**src/rtl/seq_scan_pkg.sv**
```systemverilog
// Shared types and constants for the word-level "1101" scan controller.
package seq_scan_pkg;

    localparam int unsigned CTRL_W = 2;
    localparam int unsigned DET_W  = 3;

    typedef enum logic [CTRL_W-1:0] {
        IDLE  = 2'd0,
        SHIFT = 2'd1,
        DRAIN = 2'd2,
        DONE  = 2'd3
    } ctrl_state_t;

    typedef enum logic [DET_W-1:0] {
        S0 = 3'd0,
        S1 = 3'd1,
        S2 = 3'd2,
        S3 = 3'd3,
        S4 = 3'd4
    } det_state_t;

    localparam logic [3:0] PATTERN = 4'b1101;

endpackage

```
**src/rtl/seq_det_1101.sv**
```systemverilog
// Overlapping Moore detector for PATTERN; dout is high only while in S4.
module seq_det_1101
    import seq_scan_pkg::*;
(
    input  logic       clk,
    input  logic       arstn,
    input  logic       en,
    input  logic       clr,
    input  logic       din,
    output logic       dout,
    output det_state_t state
);

    det_state_t r_state;
    det_state_t w_state_nxt;

    always_ff @(posedge clk) begin
        if (!arstn) begin
            r_state <= S0;
        end else begin
            r_state <= w_state_nxt;
        end
    end

    // Each state is the longest pattern prefix matching the recent bits; clr wins over en.
    always_comb begin
        w_state_nxt = r_state;
        if (clr) begin
            w_state_nxt = S0;
        end else if (en) begin
            case (r_state)
                S0:      w_state_nxt = (din == PATTERN[3]) ? S1 : S0;
                S1:      w_state_nxt = (din == PATTERN[2]) ? S2 : S0;
                S2:      w_state_nxt = (din == PATTERN[1]) ? S3 : S2;
                S3:      w_state_nxt = (din == PATTERN[0]) ? S4 : S0;
                S4:      w_state_nxt = din ? S2 : S0;
                default: w_state_nxt = S0;
            endcase
        end
    end

    assign dout  = (r_state == S4);
    assign state = r_state;

endmodule

```
**src/rtl/seq_scan_ctrl.sv**
```systemverilog
// Accepts a word, serialises it MSB-first into the 1101 detector and returns the match count.
module seq_scan_ctrl
    import seq_scan_pkg::*;
#(
    parameter int unsigned WORD_W = 8
) (
    input  logic                               clk,
    input  logic                               arstn,
    input  logic                               in_valid,
    output logic                               in_ready,
    input  logic [WORD_W-1:0]                  in_word,
    input  logic                               in_cont,
    output logic                               out_valid,
    input  logic                               out_ready,
    output logic [$clog2(WORD_W+1)-1:0]        out_count,
    output logic                               match_pulse,
    output logic                               busy
);

    localparam int unsigned CNT_W = $clog2(WORD_W + 1);

    ctrl_state_t         r_state;
    ctrl_state_t         w_state_nxt;
    logic [WORD_W-1:0]   r_shreg;
    logic [WORD_W-1:0]   w_shreg_nxt;
    logic [CNT_W-1:0]    r_bit_cnt;
    logic [CNT_W-1:0]    w_bit_cnt_nxt;
    logic [CNT_W-1:0]    r_count;
    logic [CNT_W-1:0]    w_count_nxt;
    logic                w_det_en;
    logic                w_det_clr;
    logic                w_det_out;
    logic                w_count_hit;
    det_state_t          w_det_state;

    seq_det_1101 u_det (
        .clk   (clk),
        .arstn (arstn),
        .en    (w_det_en),
        .clr   (w_det_clr),
        .din   (r_shreg[WORD_W-1]),
        .dout  (w_det_out),
        .state (w_det_state)
    );

    always_ff @(posedge clk) begin
        if (!arstn) begin
            r_state   <= IDLE;
            r_shreg   <= '0;
            r_bit_cnt <= '0;
            r_count   <= '0;
        end else begin
            r_state   <= w_state_nxt;
            r_shreg   <= w_shreg_nxt;
            r_bit_cnt <= w_bit_cnt_nxt;
            r_count   <= w_count_nxt;
        end
    end

    // The first SHIFT cycle sees the previous word's last result, already counted in its DRAIN.
    assign w_count_hit = w_det_out &&
                         (((r_state == SHIFT) && (r_bit_cnt != '0)) || (r_state == DRAIN));

    always_comb begin
        w_state_nxt   = r_state;
        w_shreg_nxt   = r_shreg;
        w_bit_cnt_nxt = r_bit_cnt;
        w_count_nxt   = r_count;
        w_det_en      = 1'b0;
        w_det_clr     = 1'b0;
        in_ready      = 1'b0;
        out_valid     = 1'b0;
        busy          = 1'b0;
        match_pulse   = 1'b0;

        case (r_state)
            IDLE: begin
                in_ready = 1'b1;
                if (in_valid) begin
                    w_shreg_nxt   = in_word;
                    w_bit_cnt_nxt = '0;
                    w_count_nxt   = '0;
                    w_det_clr     = !in_cont;
                    w_state_nxt   = SHIFT;
                end
            end
            SHIFT: begin
                busy          = 1'b1;
                w_det_en      = 1'b1;
                w_shreg_nxt   = {r_shreg[WORD_W-2:0], 1'b0};
                w_bit_cnt_nxt = r_bit_cnt + CNT_W'(1);
                if (w_count_hit) begin
                    match_pulse = 1'b1;
                    w_count_nxt = r_count + CNT_W'(1);
                end
                if (r_bit_cnt == CNT_W'(WORD_W - 1)) begin
                    w_state_nxt = DRAIN;
                end
            end
            DRAIN: begin
                busy = 1'b1;
                if (w_count_hit) begin
                    match_pulse = 1'b1;
                    w_count_nxt = r_count + CNT_W'(1);
                end
                w_state_nxt = DONE;
            end
            DONE: begin
                busy      = 1'b1;
                out_valid = 1'b1;
                if (out_ready) begin
                    w_state_nxt = IDLE;
                end
            end
            default: begin
                w_state_nxt = IDLE;
            end
        endcase
    end

    assign out_count = r_count;

    a_dout_is_s4: assert property (@(posedge clk) disable iff (!arstn)
        w_det_out == (w_det_state == S4));

endmodule

```
**config.mk**
```make
export PLATFORM = sky130hd
export DESIGN_NAME = seq_scan_ctrl
export DESIGN_NICKNAME = d
export VERILOG_FILES = /design/src/rtl/seq_scan_pkg.sv /design/src/rtl/seq_det_1101.sv /design/src/rtl/seq_scan_ctrl.sv
export SDC_FILE = /design/constraint.sdc
export NUM_CORES = 1
export LEC_CHECK = 0
export BUFFER_PORTS_ARGS = -buffer_cell sky130_fd_sc_hd__buf_2
export CAP_MARGIN = 30
export CORE_AREA = 2 2 75 55
export DETAILED_ROUTE_END_ITERATION = 6
export DIE_AREA = 0 0 77 57
export GPL_TIMING_DRIVEN = 0
export SETUP_SLACK_MARGIN = 0.3
export SLEW_MARGIN = 5
export SYNTH_ARGS = -nofsm -noshare
export SYNTH_HDL_FRONTEND = slang
export SYNTH_SLANG_ARGS = --single-unit
export TNS_END_PERCENT = 50
```
**constraint.sdc**
```tcl
create_clock -name clk -period 2.1 [get_ports clk]
set_clock_uncertainty 0.1 [all_clocks]
set_input_delay 0.105 -clock clk [delete_from_list [all_inputs] [get_ports clk]]
set_output_delay 0.105 -clock clk [all_outputs]
set_load 0.05 [all_outputs]
```
==> results of run 1 <==
==> cell usage after synthesis (all sizes together) <==
cell type  instances  area, um2
a221oi             1       26.3
nor3               5       36.3
a31oi              1       6.26
ha                 7       87.6
and3b              1       8.76
a32o               1       10.0
clkbuf             1       3.75
and3               1       6.26
o2bb2ai            1       8.76
and2               2       13.8
nor2              20       91.3
nor4b              1       15.0
nand2              6       22.5
o21ai              8       43.8
xnor2              2       17.5
clkinv             1       3.75
a31o               1       8.76
nand3b             1       7.51
nand2b             2       12.5
mux2               1       11.3
inv                8       30.0
dfxtp             21        420
a21boi             1       7.51
buf                5       46.3
mux2i              9       90.1
nor3b              2       15.0
nand3              3       15.0
a41oi              1       8.76
a21oi              6       30.0
a211oi             8       80.1
nor2b              4       32.5
a32oi              1       8.76
nand4              1       6.26
nand4bb            1       11.3
==> state kept, by name, summed over array words and instances (netlist names) <==
signal,flops
r_shreg,8
out_count,4
r_bit_cnt,4
u_det.state,3
r_state,2
==> area by class of cell <==
class	count	area (um2)	area share [%]
Tap cell	52	65.1	4.14
Multi-Input combinational cell	99	797	50.8
Clock buffer	4	45.0	2.87
Sequential cell	21	429	27.3
Timing Repair Buffer	25	148	9.40
Inverter	9	36.3	2.31
Buffer	6	50.0	3.19
==> repair_timing <==
item | CTS | global route
gates cloned | 0 | 0
resized for setup | 2 | 11
setup buffers | 2 | 3
hold buffers | 0 | 0
pin swaps | 1 | 5
endpoints found under the setup margin | 1 | 11
==> power by group <==
group / internal (mW) / switching (mW)
Clock: 0.135 / 0.136
Sequential: 0.504 / 0.0763
Combinational: 0.599 / 0.811
Total: 1.24 / 1.02
==> cells in the final DEF (no fill, tap or decap), types with 3 or more instances in the layout <==
cell type / Yosys / final
sky130_fd_sc_hd__a211oi_1: 4 / 4
sky130_fd_sc_hd__a211oi_2: 4 / 4
sky130_fd_sc_hd__a21oi_1: 6 / 6
sky130_fd_sc_hd__buf_2: 1 / 20
sky130_fd_sc_hd__buf_4: 1 / 5
sky130_fd_sc_hd__buf_6: 3 / 5
sky130_fd_sc_hd__clkbuf_8: 0 / 3
sky130_fd_sc_hd__dfxtp_1: 21 / 18
sky130_fd_sc_hd__ha_1: 7 / 5
sky130_fd_sc_hd__inv_1: 8 / 6
sky130_fd_sc_hd__mux2i_1: 9 / 9
sky130_fd_sc_hd__nand2_1: 6 / 6
sky130_fd_sc_hd__nand3_1: 3 / 3
sky130_fd_sc_hd__nor2_1: 19 / 19
sky130_fd_sc_hd__nor2b_1: 3 / 3
sky130_fd_sc_hd__nor3_1: 4 / 4
sky130_fd_sc_hd__o21ai_0: 7 / 6
==> kinds of logic (layout without fill, tap and decap cells) <==
logic type	after synthesis	count (layout)	share of synthesized area, %
AOI/OAI and AO/OA	30	30	19.2
adders and majority gates	7	7	7.04
and+or+nand+nor	50	50	23.6
xor gates and xnor gates	2	2	1.41
muxes	10	10	8.15
DFF	21	21	33.8
buffers and inverters	15	44	6.74
==> per-layer routing <==
metal / share of wire, % / track usage [%]
met1: 48 / 18.5
met2: 47 / 22.8
met3: 3.9 / 4.11
met4: 0.80 / 4.08
met5: 0 / 0
==> worst min-delay path by stage <==
| stage | endpoint | startpoint | slack [ns] |
|---|---|---|---|
| after floorplan | out_count[2] | arstn | 0.14 |
| after global placement | out_count[0] | arstn | 0.31 |
| after detailed placement | out_count[2] | arstn | 0.31 |
| after CTS | out_count[2] | arstn | 0.03 |
| after global routing | out_count[0] | arstn | 0.08 |
| final | out_count[2] | arstn | 0.04 |
==> through the flow <==
| stage | hold slack [ns] | instances | cell area, um2 | worst slack (ns) |
|---|---|---|---|---|
| final | 0.0416 | 216 | 1570 | 0.339 |
| after global routing | 0.0762 | 216 | 1570 | 0.258 |
| after CTS | 0.0279 | 213 | 1500 | 0.319 |
| after detailed placement | 0.312 | 207 | 1420 | 0.320 |
| after global placement | 0.306 | 207 | 1420 | 0.319 |
| after floorplan | 0.143 | 135 | 1260 | 0.137 |
==> worst register-to-register path, stage by stage, from the launching register on <==
cell and delay [ns]:
sky130_fd_sc_hd__dfxtp_4 0.37, sky130_fd_sc_hd__inv_2 0.06, sky130_fd_sc_hd__ha_4 0.30, sky130_fd_sc_hd__nand4bb_4 0.12
sky130_fd_sc_hd__nor3_4 0.24, sky130_fd_sc_hd__buf_6 0.14, sky130_fd_sc_hd__o21ai_4 0.06, sky130_fd_sc_hd__a32o_1 0.27
==> results.rst, run 1 <==
.. list-table::
   :header-rows: 1

   * - Metric
     - Value
   * - Fraction of layout instances using a drive strength above 1
     - 32.9%
   * - Number of distinct standard cells referenced by the synthesized netlist
     - 42
   * - Gate family responsible for the most delay along the worst path
     - flip-flops
   * - Initial core utilization
     - 33.1%
   * - Cell Chain, Critical Path
     - inv_2 -> ha_4 -> nand4bb_4 -> nor3_4 -> buf_6 -> o21ai_4 -> a32o_1
   * - TritonCTS clock tree
     - built
   * - Critical path capture point
     - out_count[1]
   * - Synth Net Count
     - between 150 and 200
   * - Total congestion overflow
     - 0
   * - Core ar.
     - about 3800 um2
   * - Diode count
     - 0
   * - Buffering stage count on the worst path with inverters included
     - 2
   * - Relative slew slack
     - 61.5%
   * - Initial DRC Count
     - 68
   * - CP Launch Point
     - r_state[1]
   * - Hold crit path type
     - primary input to flop
   * - Unrepaired setup endpoints after global routing
     - true
   * - Final sum of negative setup slack
     - 0 ns
   * - Drt total wl
     - roughly 2900 um
   * - Clock latency at the later pin of the worst-skew pair
     - 0.26 ns
   * - DR vias/cell
     - 4.85
   * - Time the worst path needs with I/O delays and setup
     - 1.76 ns
   * - Required @ worst endpoint
     - 2.16 ns
   * - Largest net degree at the start of global routing
     - 12
   * - Total Nets Final
     - 185
   * - Sort of element at the start of the critical path
     - flop
   * - # H-tree levels
     - 1
   * - Die boundary height
     - 57 um
   * - Number of failing setup endpoints in the final timing report
     - 0
   * - Max Fclk
     - 568 MHz
   * - Post-detailed-route DRC marker count
     - 0
   * - Post-layout power
     - 2.26 mW
   * - Result of the run
     - completed
   * - Wire length of the first global-routing pass
     - 4860 um
   * - Synthesized area per cell
     - 9.21 um2
   * - Flop and latch count out of synthesis
     - 21
   * - Total count of hold-check failures in the final report
     - 0
   * - Delay of the slowest cell on the worst path
     - 0.37 ns
   * - Port Buffers
     - 20
   * - Worst setup path class
     - flop to flop
   * - Worst-path clk slew
     - approximately 0.080 ns
   * - Leakage power
     - 0.643 nW
   * - WL/cell
     - 13.3 um
   * - P per Cell Area
     - 1440 nW/um2
   * - Yosys warnings
     - 0
   * - Root buffer cell
     - sky130_fd_sc_hd__clkbuf_8
   * - R2R depth
     - 7
   * - Relative area change from synthesis to final layout
     - 26.3%
   * - Highest ir drop seen on vdd
     - around 0.69 mV
   * - All-layer global routing usage
     - between 10 and 15%
   * - Vias in the first global route
     - 1085
   * - Cell with the largest stage delay on the worst path
     - sky130_fd_sc_hd__dfxtp_4
   * - Sort of element at the end of the critical path
     - flop
   * - RePlAce Congestion
     - 0.829
   * - Rows
     - 19
   * - Vias after detailed routing
     - around 1000
   * - Remaining antenna violation count
     - 0
   * - Arrival time of data at the critical path endpoint
     - around 1.8 ns
   * - Filler cells
     - 398
   * - Instance count along the most critical hold path
     - 3
   * - Number of search-and-repair iterations in the first detailed-routing pass
     - 4
   * - Critical path depth in cells
     - 7
   * - Number of I/O pins
     - 21
   * - Max Slew Vio Count
     - 0
   * - Area of the die
     - 4390 um2
   * - Sum of net half-perimeters after detailed placement
     - 2120 um
   * - Endpoint of the worst-slack reg-to-reg timing path
     - out_count[1]
   * - Max-cap check violation count
     - 0
   * - Slew at the pin closest to its max-slew limit
     - 0.577 ns
   * - CTS sink count
     - 21
   * - Ratio of final minimum period to clock period
     - 83.9%
   * - FF-to-FF Start
     - r_state[1]
   * - Post-Synthesis Cell Area
     - 1240 um2
   * - Die extent in x
     - 77 um
   * - Number of CTS-inserted buffers
     - 3
   * - Final core utilization
     - 41.8%
   * - Critical path peak fanout
     - 5
   * - Longest Clk Path Bufs
     - 2
   * - Number of antenna violations at the first check in global routing
     - 0
   * - Sequential fraction of the synthesis area
     - 33.8%
   * - Post-Synthesis Cells
     - 135
   * - Register-to-Register Setup Slack
     - between 0.3 and 0.4 ns
(Power assumes the default switching activity.)
==> run 2: changes to the inputs <==
==> constraint.sdc (replaced) <==
create_clock -name clk -period 1.74 [get_ports clk]
set_clock_uncertainty 0.1 [all_clocks]
set_input_delay 0.087 -clock clk [delete_from_list [all_inputs] [get_ports clk]]
set_output_delay 0.087 -clock clk [all_outputs]
set_load 0.05 [all_outputs]
==> run 2 against run 1 <==
Against the previous run:
- critical path depth is the same
- register-to-register slack got worse by 0.32 ns
- largest power group unchanged
- non-clock buffer count increased by 8
- sequential cell count is the same
- die area unchanged
- wire length increased by 3.0%
- via count increased by 5.9%
==> results.rst, run 2 (same netlist as run 1, synthesis figures left out) <==
.. list-table::
   :header-rows: 1

   * - Metric
     - Value
   * - Result of the run
     - completed
   * - Root buffer cell
     - sky130_fd_sc_hd__clkbuf_8
   * - Wire length of the first global-routing pass
     - just over 5000 um
   * - Leading cell type in the layout, fill and taps excluded
     - sky130_fd_sc_hd__dfxtp_1
   * - Max Fclk
     - roughly 580 MHz
   * - Sum of net half-perimeters after detailed placement
     - 2020 um
   * - Leakage power
     - around 0.7 nW
   * - Fraction of layout instances using a drive strength above 1
     - 43.6%
   * - Drt total wl
     - 2970 um
   * - Post-Place Cell Area
     - 1460 um2
   * - Longest Clk Path Bufs
     - 2
   * - WL/cell
     - ~13 um
   * - Initial core utilization
     - 33.1%
   * - Relative slew slack
     - 60.4%
   * - Time the worst path needs with I/O delays and setup
     - 1.72 ns
   * - RePlAce Congestion
     - just under 0.9
   * - Largest net degree at the start of global routing
     - 14
   * - Instance count along the most critical hold path
     - 2
   * - Post-Place Cells
     - ~210
   * - Critical path peak fanout
     - 4
   * - All-layer global routing usage
     - 14.6%
   * - Register bank with the most flops
     - r_shreg
   * - Gate family responsible for the most delay along the worst path
     - flip-flops
   * - Final sum of negative setup slack
     - 0 ns
   * - Max-cap check violation count
     - 0
   * - Total Nets Final
     - slightly below 200
   * - Initial DRC Count
     - 36
   * - Highest Signal Layer
     - met4
   * - Number of CTS-inserted buffers
     - 3
   * - Routed met1 length
     - about 1300 um
   * - Hold crit path type
     - primary input to flop
   * - Number of I/O pins
     - 21
   * - Worst-path clk slew
     - 0.08 ns
   * - Pre-CTS worst setup slack
     - -0.0646 ns
   * - P per Cell Area
     - 1780 nW/um2
   * - Arrival time of data at the critical path endpoint
     - 1.78 ns
   * - Final critical-path setup slack
     - 0.0237 ns
   * - Remaining antenna violation count
     - 0
   * - Die boundary height
     - about 57 um
   * - Number of search-and-repair iterations in the first detailed-routing pass
     - 4
   * - Slew at the pin closest to its max-slew limit
     - 0.594 ns
   * - Length of routed met2 wiring
     - 1530 um
   * - Max Slew Vio Count
     - 0
   * - Total congestion overflow
     - 0
   * - Clock latency at the later pin of the worst-skew pair
     - 0.26 ns
   * - Number of flip-flops in the largest register
     - 8
   * - Buffering stage count on the worst path with inverters included
     - 2
   * - Sort of element at the end of the critical path
     - flop
   * - Highest ir drop seen on vdd
     - 0.788 mV
   * - Met3 routed WL
     - 102 um
   * - Area of the die
     - 4390 um2
   * - # H-tree levels
     - 1
   * - Required @ worst endpoint
     - 1.80 ns
   * - Number of antenna violations at the first check in global routing
     - 0
   * - Relative area change from synthesis to final layout
     - 39.4%
   * - Final instance area
     - 1730 um2
   * - Ratio of final minimum period to clock period
     - between 90% and 100%
   * - DR vias/cell
     - 4.95
   * - Filler cells
     - 379
   * - Unrepaired setup endpoints after global routing
     - true
   * - Number of standard cells in the final layout excluding fillers
     - 224
   * - Number of failing setup endpoints in the final timing report
     - 0
   * - Post-detailed-route DRC marker count
     - 0
   * - CTS sink count
     - 21
   * - Diode count
     - 0
   * - Total count of hold-check failures in the final report
     - 0
   * - Worst setup path class
     - flop to flop
   * - Cell with the largest stage delay on the worst path
     - sky130_fd_sc_hd__dfxtp_4
   * - R2R depth
     - 7
   * - Die extent in x
     - 77 um
   * - Cell Chain, Critical Path
     - inv_4 -> ha_4 -> nand4bb_4 -> nor3_4 -> buf_4 -> o21ai_4 -> a31o_2
   * - Core ar.
     - 3760 um2
   * - Port Buffers
     - 20
   * - Rows
     - 19
   * - Sort of element at the start of the critical path
     - flop
   * - Vias after detailed routing
     - 1109
   * - Delay of the slowest cell on the worst path
     - 0.39 ns
   * - Critical path depth in cells
     - 7
   * - Vias in the first global route
     - 1115
   * - TritonCTS clock tree
     - built
   * - Most used cells in the layout excluding fill and tap cells
     - sky130_fd_sc_hd__dfxtp_1, sky130_fd_sc_hd__buf_2, sky130_fd_sc_hd__nor2_1, sky130_fd_sc_hd__buf_4, sky130_fd_sc_hd__mux2i_1
   * - Final core utilization
     - 46.2%
==> run 2: cell types whose count changed in the layout (fill, tap and decap cells not counted), sizes merged <==
cell / delta
clkbuf: -1
clkinvlp: +1
dlygate4sd3: +1
buf: +7
==> run 2: power by group <==
group	total (mW)	internal [mW]	switching, mW
clock	0.334	0.162	0.173
combinational	2.04	0.934	1.10
sequential	0.712	0.604	0.108
==> run 2: path summary, 6_finish.rpt <==
path                      from            to  slack, ns
setup reg to reg    r_state[1]  out_count[0]       0.02
hold / removal           arstn  out_count[0]       0.03
setup / recovery    r_state[1]  out_count[0]       0.02
hold reg to reg   r_bit_cnt[0]  r_bit_cnt[0]       0.38
==> run 2: final cells by class <==
type | count | area (um2) | share of cell area, %
plain buffers | 6 | 63.8 | 3.68
clock buffers | 3 | 41.3 | 2.38
inverters | 9 | 36.3 | 2.09
clock inverters | 1 | 7.51 | 0.433
flip-flops and latches | 21 | 427 | 24.6
multi-input cells | 99 | 871 | 50.2
repair buffers | 33 | 223 | 12.8
well taps | 52 | 65.1 | 3.75
==> run 2: repair_timing <==
item | CTS | global route
gates resized for setup | 26 | 8
hold buffers | 0 | 1
buffers inserted | 10 | 2
pin swaps | 10 | 10
setup endpoints to repair | 23 | 24
hold endpoints to repair | 0 | 1
==> run 2: metrics by stage <==
step | hold slack, ns | total power, mW
after global placement | 0.288 | 2.31
after detailed placement | 0.290 | 2.37
final | 0.0313 | 3.08
after floorplan | 0.125 | 2.09
after global routing | 0.0428 | 3.32
after CTS | 0.0142 | 3.04
==> run 2: worst register-to-register path: stages (launching register included) <==
cell	delay, ns
sky130_fd_sc_hd__dfxtp_4	0.39
sky130_fd_sc_hd__inv_4	0.05
sky130_fd_sc_hd__ha_4	0.28
sky130_fd_sc_hd__nand4bb_4	0.13
sky130_fd_sc_hd__nor3_4	0.21
sky130_fd_sc_hd__buf_4	0.16
sky130_fd_sc_hd__o21ai_4	0.06
sky130_fd_sc_hd__a31o_2	0.23
==> run 2: routing by layer <==
metal	vias up	GRT usage, %
met4	0	4.08
met1	531	18.0
met3	4	4.11
met5	-	0
met2	16	25.6
li1	558	-
==> run 3: changes to the inputs <==
--- a/config.mk
+++ b/config.mk
@@ -5,7 +5,7 @@
 export SDC_FILE = /design/constraint.sdc
 export NUM_CORES = 1
 export LEC_CHECK = 0
-export BUFFER_PORTS_ARGS = -buffer_cell sky130_fd_sc_hd__buf_2
+export BUFFER_PORTS_ARGS = -buffer_cell sky130_fd_sc_hd__buf_4
 export CAP_MARGIN = 30
 export CORE_AREA = 2 2 75 55
 export DETAILED_ROUTE_END_ITERATION = 6
==> run 3 against run 2 <==
Against the previous run:
- non-clock buffer count grew 7
- total power grew 15%
- core utilization grew 4.6 points
- first-iteration DRC count grew 58%
- combinational power grew 22%
- via count grew 3.9%
- design area grew 10%
- clock-buffer cell count is the same
- register-to-register slack lost 0.02 ns
- sequential share of layout area shrank 2.0 points
- worst hold slack lost 0.020 ns
- critical path type unchanged
- critical endpoint unchanged
- largest cell class unchanged
- largest power group unchanged
==> results.rst, run 3 (same netlist as run 1, synthesis figures left out) <==
.. list-table::
   :header-rows: 1

   * - Metric
     - Value
   * - Slew at the pin closest to its max-slew limit
     - between 0.5 and 0.6 ns
   * - Die boundary height
     - 57 um
   * - Instance count along the most critical hold path
     - 2
   * - Leading cell type in the layout, fill and taps excluded
     - sky130_fd_sc_hd__buf_4
   * - Unrepaired setup endpoints after global routing
     - true
   * - Die extent in x
     - 77 um
   * - Number of failing setup endpoints in the final timing report
     - 0
   * - Cell with the largest stage delay on the worst path
     - sky130_fd_sc_hd__dfxtp_4
   * - Delay of the slowest cell on the worst path
     - between 0.3 and 0.4 ns
   * - Number of I/O pins
     - 21
   * - Final hold slack
     - between 0.01 and 0.015 ns
   * - Final critical-path setup slack
     - 0.00279 ns
   * - Vias in the first global route
     - 1084
   * - Pre-CTS worst setup slack
     - -0.0644 ns
   * - Wire length of the first global-routing pass
     - 4950 um
   * - All-layer global routing usage
     - 14.2%
   * - Post-detailed-route DRC marker count
     - 0
   * - Register bank with the most flops
     - r_shreg
   * - Hold Path Sink
     - out_count[1]
   * - Arrival time of data at the critical path endpoint
     - 1.80 ns
   * - Most used cells in the layout excluding fill and tap cells
     - sky130_fd_sc_hd__buf_4, sky130_fd_sc_hd__dfxtp_1, sky130_fd_sc_hd__nor2_1, sky130_fd_sc_hd__mux2i_1, sky130_fd_sc_hd__a211oi_2
   * - Worst-path clk slew
     - roughly 0.08 ns
   * - Number of antenna violations at the first check in global routing
     - 0
   * - R2R depth
     - 7
   * - Area of the die
     - 4390 um2
   * - Required @ worst endpoint
     - 1.81 ns
   * - FF-to-FF Start
     - r_state[1]
   * - WL/cell
     - 13.1 um
   * - Initial core utilization
     - 33.1%
   * - Remaining antenna violation count
     - 0
   * - Total count of hold-check failures in the final report
     - 0
   * - # H-tree levels
     - 1
   * - Vias after detailed routing
     - 1152
   * - Highest ir drop seen on vdd
     - 0.917 mV
   * - Max-cap check violation count
     - 0
   * - Critical path peak fanout
     - 5
   * - Final core utilization
     - 50.8%
   * - Total congestion overflow
     - 0
   * - P per Cell Area
     - around 1900 nW/um2
   * - DR vias/cell
     - about 5
   * - Hold path startpoint
     - arstn
   * - Diode count
     - 0
   * - Initial DRC Count
     - 57
   * - Result of the run
     - completed
   * - Hold crit path type
     - primary input to flop
   * - Endpoint of the worst-slack reg-to-reg timing path
     - out_count[0]
   * - Ratio of final minimum period to clock period
     - between 90% and 100%
   * - Port Buffers
     - 20
   * - Largest net degree at the start of global routing
     - 14
   * - Clock latency at the later pin of the worst-skew pair
     - 0.27 ns
   * - Worst setup path class
     - flop to flop
   * - Leakage power
     - 0.768 nW
   * - Time the worst path needs with I/O delays and setup
     - 1.74 ns
   * - Max Fclk
     - around 580 MHz
   * - Max Slew Vio Count
     - 0
   * - Sort of element at the end of the critical path
     - flop
   * - Number of search-and-repair iterations in the first detailed-routing pass
     - 7
   * - RePlAce Congestion
     - 0.846
   * - Rows
     - 19
   * - Fraction of layout instances using a drive strength above 1
     - 49.7%
   * - Relative slew slack
     - between 60% and 70%
   * - Root buffer cell
     - sky130_fd_sc_hd__clkbuf_8
   * - Cell Chain, Critical Path
     - buf_4 -> ha_4 -> nor4b_4 -> nor3_4 -> buf_6 -> and3b_1 -> a31o_2
   * - Core ar.
     - 3760 um2
   * - Register-to-Register Setup Slack
     - about 0.0028 ns
   * - Longest Clk Path Bufs
     - 2
   * - Sum of net half-perimeters after detailed placement
     - 2000 um
   * - Drt total wl
     - 3030 um
   * - Relative area change from synthesis to final layout
     - 53.4%
   * - Number of CTS-inserted buffers
     - 3
   * - CTS sink count
     - 21
   * - TritonCTS clock tree
     - built
   * - Sort of element at the start of the critical path
     - flop
   * - Number of flip-flops in the largest register
     - 8
   * - Total Nets Final
     - 200
## run 3: cell count changes in the layout (fill, tap and decap cells not counted), moves of 2 or more
| cell | before | now |
|---|---|---|
| sky130_fd_sc_hd__buf_2 | 17 | 0 |
| sky130_fd_sc_hd__buf_12 | 0 | 2 |
| sky130_fd_sc_hd__nor2_4 | 3 | 5 |
| sky130_fd_sc_hd__buf_4 | 12 | 33 |
| sky130_fd_sc_hd__nor3_2 | 0 | 2 |
| sky130_fd_sc_hd__a211oi_2 | 6 | 8 |
| sky130_fd_sc_hd__a211oi_1 | 2 | 0 |
| sky130_fd_sc_hd__nor2_1 | 15 | 13 |
## run 3: report_power, final
group / internal (mW) / switching (mW) / total (mW) / leakage (nW)
Clock: 0.162 / 0.177 / 0.339 / 0.0217
Sequential: 0.609 / 0.108 / 0.717 / 0.174
Combinational: 1.25 / 1.23 / 2.48 / 0.573
## run 3: layout make-up
type                            instances  area, um2
Buffer                                  6       72.6
Clock buffer                            3       41.3
Clock inverter                          1       7.51
Fill cell                             356       1850
Inverter                                9       38.8
Multi-Input combinational cell         99        905
Sequential cell                        21        430
Tap cell                               52       65.1
Timing Repair Buffer                   40        348
## run 3: worst max-delay path: cells and delay by family (launching register included)
family	cells	cell delay, ns
simple gates	3	0.51
flops	1	0.37
buf+inv	2	0.28
compound gates	1	0.20
fa+ha+maj	1	0.17
## run 3: timing repair
| action | in CTS | in global routing |
|---|---|---|
| hold endpoints to repair | 1 | 0 |
| hold buffers | 1 | 0 |
| gates cloned | 0 | 1 |
| gates resized for setup | 20 | 20 |
| buffers inserted | 10 | 8 |
| endpoints found under the setup margin | 22 | 23 |
| pin swaps | 8 | 10 |
## run 3: worst max path at each step
stage,from,endpoint,slack [ns],depth (start not counted)
floorplan,r_state[0],out_count[1],-0.22,6
global placement,r_state[0],out_count[1],-0.06,6
detailed placement,r_state[1],out_count[1],-0.06,6
CTS,r_state[1],out_count[1],0.04,7
global route,r_state[1],match_pulse,-0.04,5
finish,r_state[1],out_count[0],0.003,7
## run 3: metal layers
metal	global-route usage (%)	wire length [um]	vias to the layer above
met4	2.81	10	0
met2	24.3	1570	17
met3	4.75	104	3
met1	17.9	1350	561
met5	0	0	-
li1	-	-	571
## run 3: per-stage QoR
| step | area, um2 | power, mW | TNS, ns | cells |
|---|---|---|---|---|
| final | 1910 | 3.54 | 0 | 231 |
| after CTS | 1730 | 3.09 | 0 | 222 |
| after floorplan | 1300 | 2.09 | -0.736 | 135 |
| after detailed placement | 1510 | 2.39 | -0.125 | 207 |
| after global placement | 1510 | 2.35 | -0.129 | 207 |
| after global routing | 1910 | 3.77 | -0.213 | 231 |
